$ cat config.mk
export PLATFORM = sky130hd
export DESIGN_NAME = multdiv_unit
export DESIGN_NICKNAME = d
export VERILOG_FILES = /design/src/rtl/multdiv_unit.sv
export SDC_FILE = /design/constraint.sdc
export NUM_CORES = 1
export LEC_CHECK = 0
export CORE_UTILIZATION = 60
export CTS_CLUSTER_DIAMETER = 60
export DETAILED_ROUTE_END_ITERATION = 16
export PLACE_DENSITY = 0.92
export SKIP_CTS_REPAIR_TIMING = 1
export SYNTH_ARGS = -nofsm -noshare
export SYNTH_HDL_FRONTEND = slang
export SYNTH_SLANG_ARGS = --single-unit
$ cat constraint.sdc
create_clock -name clk_i -period 4.9 [get_ports clk_i]
set_clock_uncertainty 0.1 [all_clocks]
set_input_delay 0.98 -clock clk_i [delete_from_list [all_inputs] [get_ports clk_i]]
set_output_delay 0.98 -clock clk_i [all_outputs]
set_load 0.02 [all_outputs]
$ cat src/rtl/multdiv_unit.sv
// Iterative 32-bit multiply/divide unit owning the HI/LO registers: 34 cycles per mult/div.
// Define MULTDIV_SIGNED_EN to build signed mult/div; otherwise every op runs unsigned.
module multdiv_unit (
    input  logic        clk_i,
    input  logic        rst_ni,
    input  logic        start_i,
    input  logic [1:0]  op_i,
    input  logic [31:0] srca_i,
    input  logic [31:0] srcb_i,
    input  logic        mthi_i,
    input  logic        mtlo_i,
    input  logic [31:0] wdata_i,
    output logic        busy_o,
    output logic        done_o,
    output logic [31:0] hi_o,
    output logic [31:0] lo_o
);
    localparam logic [1:0] S_IDLE = 2'd0;
    localparam logic [1:0] S_MUL  = 2'd1;
    localparam logic [1:0] S_DIV  = 2'd2;
    localparam logic [1:0] S_FIN  = 2'd3;

    logic [1:0]  state_q, state_d;
    logic [4:0]  cnt_q, cnt_d;
    logic [63:0] acc_q, acc_d;
    logic [31:0] rem_q, rem_d;
    logic [31:0] opb_q, opb_d;
    logic        div_q, div_d;
    logic        dz_q, dz_d;
    logic [31:0] hi_q, hi_d;
    logic [31:0] lo_q, lo_d;
    logic        done_q, done_d;

    logic [31:0] mag_a, mag_b;
    logic [63:0] prod;
    logic [31:0] quo, remv;

`ifdef MULTDIV_SIGNED_EN
    logic sa, sb;
    logic negq_q, negq_d;
    logic negr_q, negr_d;

    assign sa    = ~op_i[0] & srca_i[31];
    assign sb    = ~op_i[0] & srcb_i[31];
    // 0x80000000 negates to itself and is then read as an unsigned magnitude.
    assign mag_a = sa ? -srca_i : srca_i;
    assign mag_b = sb ? -srcb_i : srcb_i;
    assign prod  = negq_q ? -acc_q : acc_q;
    assign quo   = negq_q ? -acc_q[31:0] : acc_q[31:0];
    assign remv  = negr_q ? -rem_q : rem_q;

    always_ff @(posedge clk_i or negedge rst_ni) begin
        if (!rst_ni) begin
            negq_q <= 1'b0;
            negr_q <= 1'b0;
        end else begin
            negq_q <= negq_d;
            negr_q <= negr_d;
        end
    end
`else
    assign mag_a = srca_i;
    assign mag_b = srcb_i;
    assign prod  = acc_q;
    assign quo   = acc_q[31:0];
    assign remv  = rem_q;
`endif

    // Multiply: acc = {partial sum, remaining multiplier bits}, shifted right each step.
    logic [32:0] mul_sum;
    assign mul_sum = {1'b0, acc_q[63:32]} + (acc_q[0] ? {1'b0, opb_q} : 33'd0);

    // Restoring divide: quotient bits shift into acc[31:0] as dividend bits shift out.
    logic [32:0] div_shift;
    logic [33:0] div_diff;
    logic        div_take;
    assign div_shift = {rem_q, acc_q[31]};
    assign div_diff  = {1'b0, div_shift} - {2'b00, opb_q};
    assign div_take  = ~div_diff[33];

    logic unused_bits;
    assign unused_bits = div_diff[32] ^ op_i[0];

    always_comb begin
        state_d = state_q;
        cnt_d   = cnt_q;
        acc_d   = acc_q;
        rem_d   = rem_q;
        opb_d   = opb_q;
        div_d   = div_q;
        dz_d    = dz_q;
        hi_d    = hi_q;
        lo_d    = lo_q;
        done_d  = 1'b0;
`ifdef MULTDIV_SIGNED_EN
        negq_d  = negq_q;
        negr_d  = negr_q;
`endif
        case (state_q)
            S_IDLE: begin
                if (start_i) begin
                    state_d = op_i[1] ? S_DIV : S_MUL;
                    cnt_d   = 5'd0;
                    acc_d   = {32'd0, mag_a};
                    rem_d   = 32'd0;
                    opb_d   = mag_b;
                    div_d   = op_i[1];
                    dz_d    = (srcb_i == 32'd0);
`ifdef MULTDIV_SIGNED_EN
                    negq_d  = sa ^ sb;
                    negr_d  = sa;
`endif
                end else begin
                    if (mthi_i) hi_d = wdata_i;
                    if (mtlo_i) lo_d = wdata_i;
                end
            end
            S_MUL: begin
                acc_d = {mul_sum, acc_q[31:1]};
                cnt_d = cnt_q + 5'd1;
                if (cnt_q == 5'd31) state_d = S_FIN;
            end
            S_DIV: begin
                rem_d = div_take ? div_diff[31:0] : div_shift[31:0];
                acc_d = {acc_q[63:32], acc_q[30:0], div_take};
                cnt_d = cnt_q + 5'd1;
                if (cnt_q == 5'd31) state_d = S_FIN;
            end
            default: begin
                state_d = S_IDLE;
                done_d  = 1'b1;
                if (div_q) begin
                    // Divide by zero leaves rem = |a|, which the sign fix turns back into srca.
                    lo_d = dz_q ? 32'hFFFF_FFFF : quo;
                    hi_d = remv;
                end else begin
                    hi_d = prod[63:32];
                    lo_d = prod[31:0];
                end
            end
        endcase
    end

    always_ff @(posedge clk_i or negedge rst_ni) begin
        if (!rst_ni) begin
            state_q <= S_IDLE;
            cnt_q   <= 5'd0;
            acc_q   <= 64'd0;
            rem_q   <= 32'd0;
            opb_q   <= 32'd0;
            div_q   <= 1'b0;
            dz_q    <= 1'b0;
            hi_q    <= 32'd0;
            lo_q    <= 32'd0;
            done_q  <= 1'b0;
        end else begin
            state_q <= state_d;
            cnt_q   <= cnt_d;
            acc_q   <= acc_d;
            rem_q   <= rem_d;
            opb_q   <= opb_d;
            div_q   <= div_d;
            dz_q    <= dz_d;
            hi_q    <= hi_d;
            lo_q    <= lo_d;
            done_q  <= done_d;
        end
    end

    assign busy_o = (state_q != S_IDLE);
    assign done_o = done_q;
    assign hi_o   = hi_q;
    assign lo_o   = lo_q;
endmodule

---- Yosys cells after proc, flatten, opt, wreduce, memory -nomap -nowiden ----
Index checks and enable logic that the tools add are counted.
word-level totals
  logic and storage cells ................. 64
  input port bits ......................... 103
  register bits ........................... 202
  output and inout bits ................... 66
operators by class
  reduce and logical (&&, ||, !) cells .... 17
  add/sub/neg operators ................... 3
  eq/ne operators ......................... 8
  mux-type cells .......................... 22
  bitwise logic cells ..................... 3
operator list
  operator             number
  $mux 32              10
  $pmux 32 s2          3
  $pmux 64 s3          1
  $mux 64              1
  $sub 33x32->34       1
  $add 32x32->33       1
  $logic_not 32->1     1
  $pmux 5 s2           1
  $reduce_and 2->1     5
  $reduce_and 3->1     3
  $ne 2x2->1 const B   4
  $reduce_bool 2->1    4
  $mux 2               3
  $add 5x1->5 const B  1
  $eq 5x5->1 const B   1
  $mux 5               1
  $pmux 2 s2           1
  $not 1->1            3
  $reduce_bool 3->1    1
  $reduce_or 3->1      1
  $eq 2x1->1 const B   1
  $eq 2x2->1 const B   1
  $logic_not 2->1      1
  $ne 2x1->1 const B   1
  other kinds (2)      2

---- Depth between registers and ports, before layout ----
  depth in word-level cells ............... 4
  gate-level depth with buffers ........... 14
  mapped depth without buffers ............ 13

---- Least setup slack after synthesis ----
Ideal clock, no wire load.
  path kind ............................... register -> register
  start ................................... reg acc_q[0]
  end ..................................... reg acc_q[59]
  library setup time ...................... 96 ps
  stages on the path, launching flop included .. 15
  arrival ................................. 3071 ps
  path buffers ............................ 1
  required time ........................... 4704 ps
  slack ................................... 1633 ps
  period minus slack after synthesis ...... 3267 ps
  cells stage by stage .................... dfrtp_1 -> clkbuf_1 -> and2_1 -> ha_1 -> inv_1 -> fa_1 -> nor2b_1 -> o21a_1 -> o21ai_0 -> a211oi_1 -> a211oi_1 -> o21ai_0 -> a41oi_1 -> xor2_1 -> o31ai_1
between the ends
  longest elaborated chain between the ends .. 3
RTL lines
  what                    line  RTL
  start, declared         25    logic [63:0] acc_q, acc_d;
  start signal, assigned  148   acc_q <= 64'd0;
  start signal, assigned  159   acc_q <= acc_d;
  $mux 32                 71    assign mul_sum = {1'b0, acc_q[63:32]} + (acc_q[0] ? {1'b0, opb_q} : 33'd0);
  $add 32x32->33          71
  $pmux 64 s3             99    case (state_q)
No other way between the ends.
A chain may end at the register's enable or synchronous reset.

---- Worst setup path in the final report ----
Ends and elaborated chain as after synthesis.

==> qor.csv <==
metric,value,unit
outcome,"complete, no violations",
path_cells,"and2_1, ha_1, inv_1, fa_1, nor2b_1, o21a_1, o21ai_0, a211oi_1, a211oi_1, o21ai_0, buf_4, a41oi_1, xor2_1, o31ai_1",
worstRegToRegCells,14,
tightest_slew,1.285,ns
worstPathRequired,5.19,ns
start_util,62.09,%
async_reset_ff_share,100.0,%
clk_pin_slew,0.06,ns
synth_top_area_share,39.72,%
yosys_warnings,0,
route.detailed.drc,0,
crit_arrival,4.12,ns
pre_cts_ws,1.237,ns
timing.rr.start,acc_q[0]$_DFFE_PN0P_,
grt_pass1_vias,11440,
max_clock_freq,0.2611,GHz
drv_slew,0,
setup_ws,1.070,ns
reg2reg_slack,1.07,ns
layout.cells.non_filler,1860,
p_total,11.88,mW
clock-sinks,202,
dr_total_vias,11790,
critical_path_class,reg2reg,
synth-edff-count,0,
multi_input_area,7138,sq um
numCtsBuffers,23,
regToRegEndpoint,acc_q[59]$_DFFE_PN0P_,
synth_seq_area_share,39.72,%
grt_pass1_wl,58570,um
cap_violations,0,
drive_above_1_share,6.415,%
p_per_area,775.6,nW/um^2
dp_cells,1820,
finalWeightedCongestion,0.9444,
ios,169,
wl,36270,um
avgSynthCellArea,8.739,sq um
port_buffers,167,
yosysMostFrequentCell,nand2_1,
rsz0062_at_grt,false,
htree_levels,1,
rows,52,
start_kind,flop,
cpPeakStageDelay,0.59,ns
ys_top_cells_by_count,"nand2_1, o21ai_0, dfrtp_1",
vias_per_cell,6.341,
die_x,147.6,um
area_growth_syn_to_layout,20.36,%
holdPathStages,2,
root_buffer,clkbuf_16,
syn_area,12720,sq um
dp_hpwl,25260,um
min_period,3.830,ns
firstDrtPassIters,5,
min_path_type,reg2reg,
fp.dieH,147.6,um
synth_ff_type,dfrtp_1,
grt_start_max_net_pins,113,
ys_ff_latch,202,
hold_viol,0,
cts_tree,done,
synth_area_leaders,"dfrtp_1, o21ai_0, nand2_1",
postPlaceCellArea,14540,sq um
maxSlewHeadroom,14.12,%
nets,1750,
syn_inst,1456,
grt_use_total,33.59,%
min_to,hi_o[15]$_DFFE_PN0P_,
post_synth_num_cell_types,68,
diodes,0,
ant_nets,0,
clock_path_buffers,3,
synth_nets,1631,
cp_max_fo,14,
ir_drop,0.4906,mV
die_area,21790,sq um
clock_latency,0.51,ns
finish.instance_area,15320,sq um
first_iter_violations,1009,
critPathCaptureType,flop,
fillCellCount,1468,
period_share,78.17,%
crit_path_top_delay_cell,dfrtp_1,
setup_viol,0,
setup_tns,0,ns
netlist.top_cell.by_area,dfrtp_1,
core_area,20490,sq um
overflow,0,
holdCritStartpoint,hi_o[15]$_DFFE_PN0P_,
wl_per_cell,19.50,um
grt_antenna_before_repair,0,
ff_latch_area,5056,sq um
p_leak,7.024,nW
==> cells in the final DEF (no fill, tap or decap), types with 4 or more instances in the layout <==
cell type / n
a211oi_1: 6
a21o_1: 32
a21oi_1: 69
a22o_1: 22
a22oi_1: 33
a31oi_1: 7
and2_1: 35
and3_1: 7
buf_4: 15
clkbuf_16: 23
clkbuf_8: 5
clkdlybuf4s50_1: 166
clkinv_2: 5
dfrtp_1: 201
ha_1: 69
inv_1: 53
mux2_2: 32
mux2i_1: 50
nand2_1: 254
nand2b_1: 15
nand3_1: 15
nand4_1: 7
nor2_1: 32
nor2b_1: 8
nor3_1: 9
nor4_1: 11
o211ai_1: 6
o21ai_0: 211
o21ai_1: 10
o21bai_1: 14
o22ai_1: 36
o31ai_1: 14
or2_2: 4
or3_1: 5
xnor2_1: 26
xor2_1: 25
==> worst max-delay path, delay by kind of cell, from the launching register on <==
family / cells / cell delay (ns)
and+or+nand+nor: 2 / 0.38
AOI/OAI and AO/OA: 7 / 1.65
buffers and inverters: 2 / 0.24
xor gates and xnor gates: 1 / 0.18
DFF: 1 / 0.59
adders and majority gates: 2 / 0.57
==> kinds of logic (layout without fill, tap and decap cells) <==
| kind of cell | after synthesis | in the layout | synth area share, % |
|---|---|---|---|
| AOI/OAI and AO/OA | 497 | 497 | 24.08 |
| and+or+nand+nor | 409 | 409 | 14.36 |
| DFF | 202 | 202 | 39.72 |
| buffers and inverters | 143 | 277 | 4.366 |
| muxes | 82 | 82 | 6.765 |
| adders and majority gates | 72 | 72 | 7.198 |
| xor gates and xnor gates | 51 | 51 | 3.510 |
==> how the worst max path moves through the flow <==
stage                          start                    end  cells after the start
2_1_floorplan   acc_q[0]$_DFFE_PN0P_  acc_q[59]$_DFFE_PN0P_                     14
3_3_place_gp   acc_q[31]$_DFFE_PN0P_  rem_q[30]$_DFFE_PN0P_                     13
3_5_place_dp    acc_q[0]$_DFFE_PN0P_  acc_q[59]$_DFFE_PN0P_                     14
4_1_cts         acc_q[0]$_DFFE_PN0P_  acc_q[59]$_DFFE_PN0P_                     14
5_1_grt         acc_q[0]$_DFFE_PN0P_  acc_q[59]$_DFFE_PN0P_                     14
6_report        acc_q[0]$_DFFE_PN0P_  acc_q[59]$_DFFE_PN0P_                     14
==> metal layers <==
metal  track usage, %  up-vias  wire (um)
met3            4.074      151       2244
met2            56.63      566      17360
met4            17.99        0       2175
met1            42.32     5625      14500
met5                0        -          0
li1                 -     5452          -
==> layout make-up <==
type / count / area share [%]
clock buffers: 30 / 4.191
clock inverters: 10 / 0.8578
inverters: 54 / 1.323
multi-input cells: 1111 / 46.61
flip-flops and latches: 202 / 33.01
well taps: 270 / 2.206
repair buffers: 183 / 11.80
==> per-stage QoR <==
stage	hold slack [ns]	utilization, %
2_1_floorplan	0.3453	-
3_3_place_gp	0.3558	70.96
3_5_place_dp	0.3685	70.96
4_1_cts	0.3805	74.73
5_1_grt	0.4012	74.73
6_report	0.3802	74.73
==> report_power, final <==
part,total [mW],internal [mW],switching (mW)
clock,1.78,1.08,0.707
combinational,6.84,2.72,4.11
sequential,3.26,2.45,0.805
==> state kept, by name, indices dropped and copies added, names as in the netlist <==
register / cells
hi_o: 32
rem_q: 32
div_q: 1
lo_o: 32
done_o: 1
state_q: 2
acc_q: 64
opb_q: 32
cnt_q: 5
dz_q: 1
No activity file was read; power rests on OpenSTA's default activity.
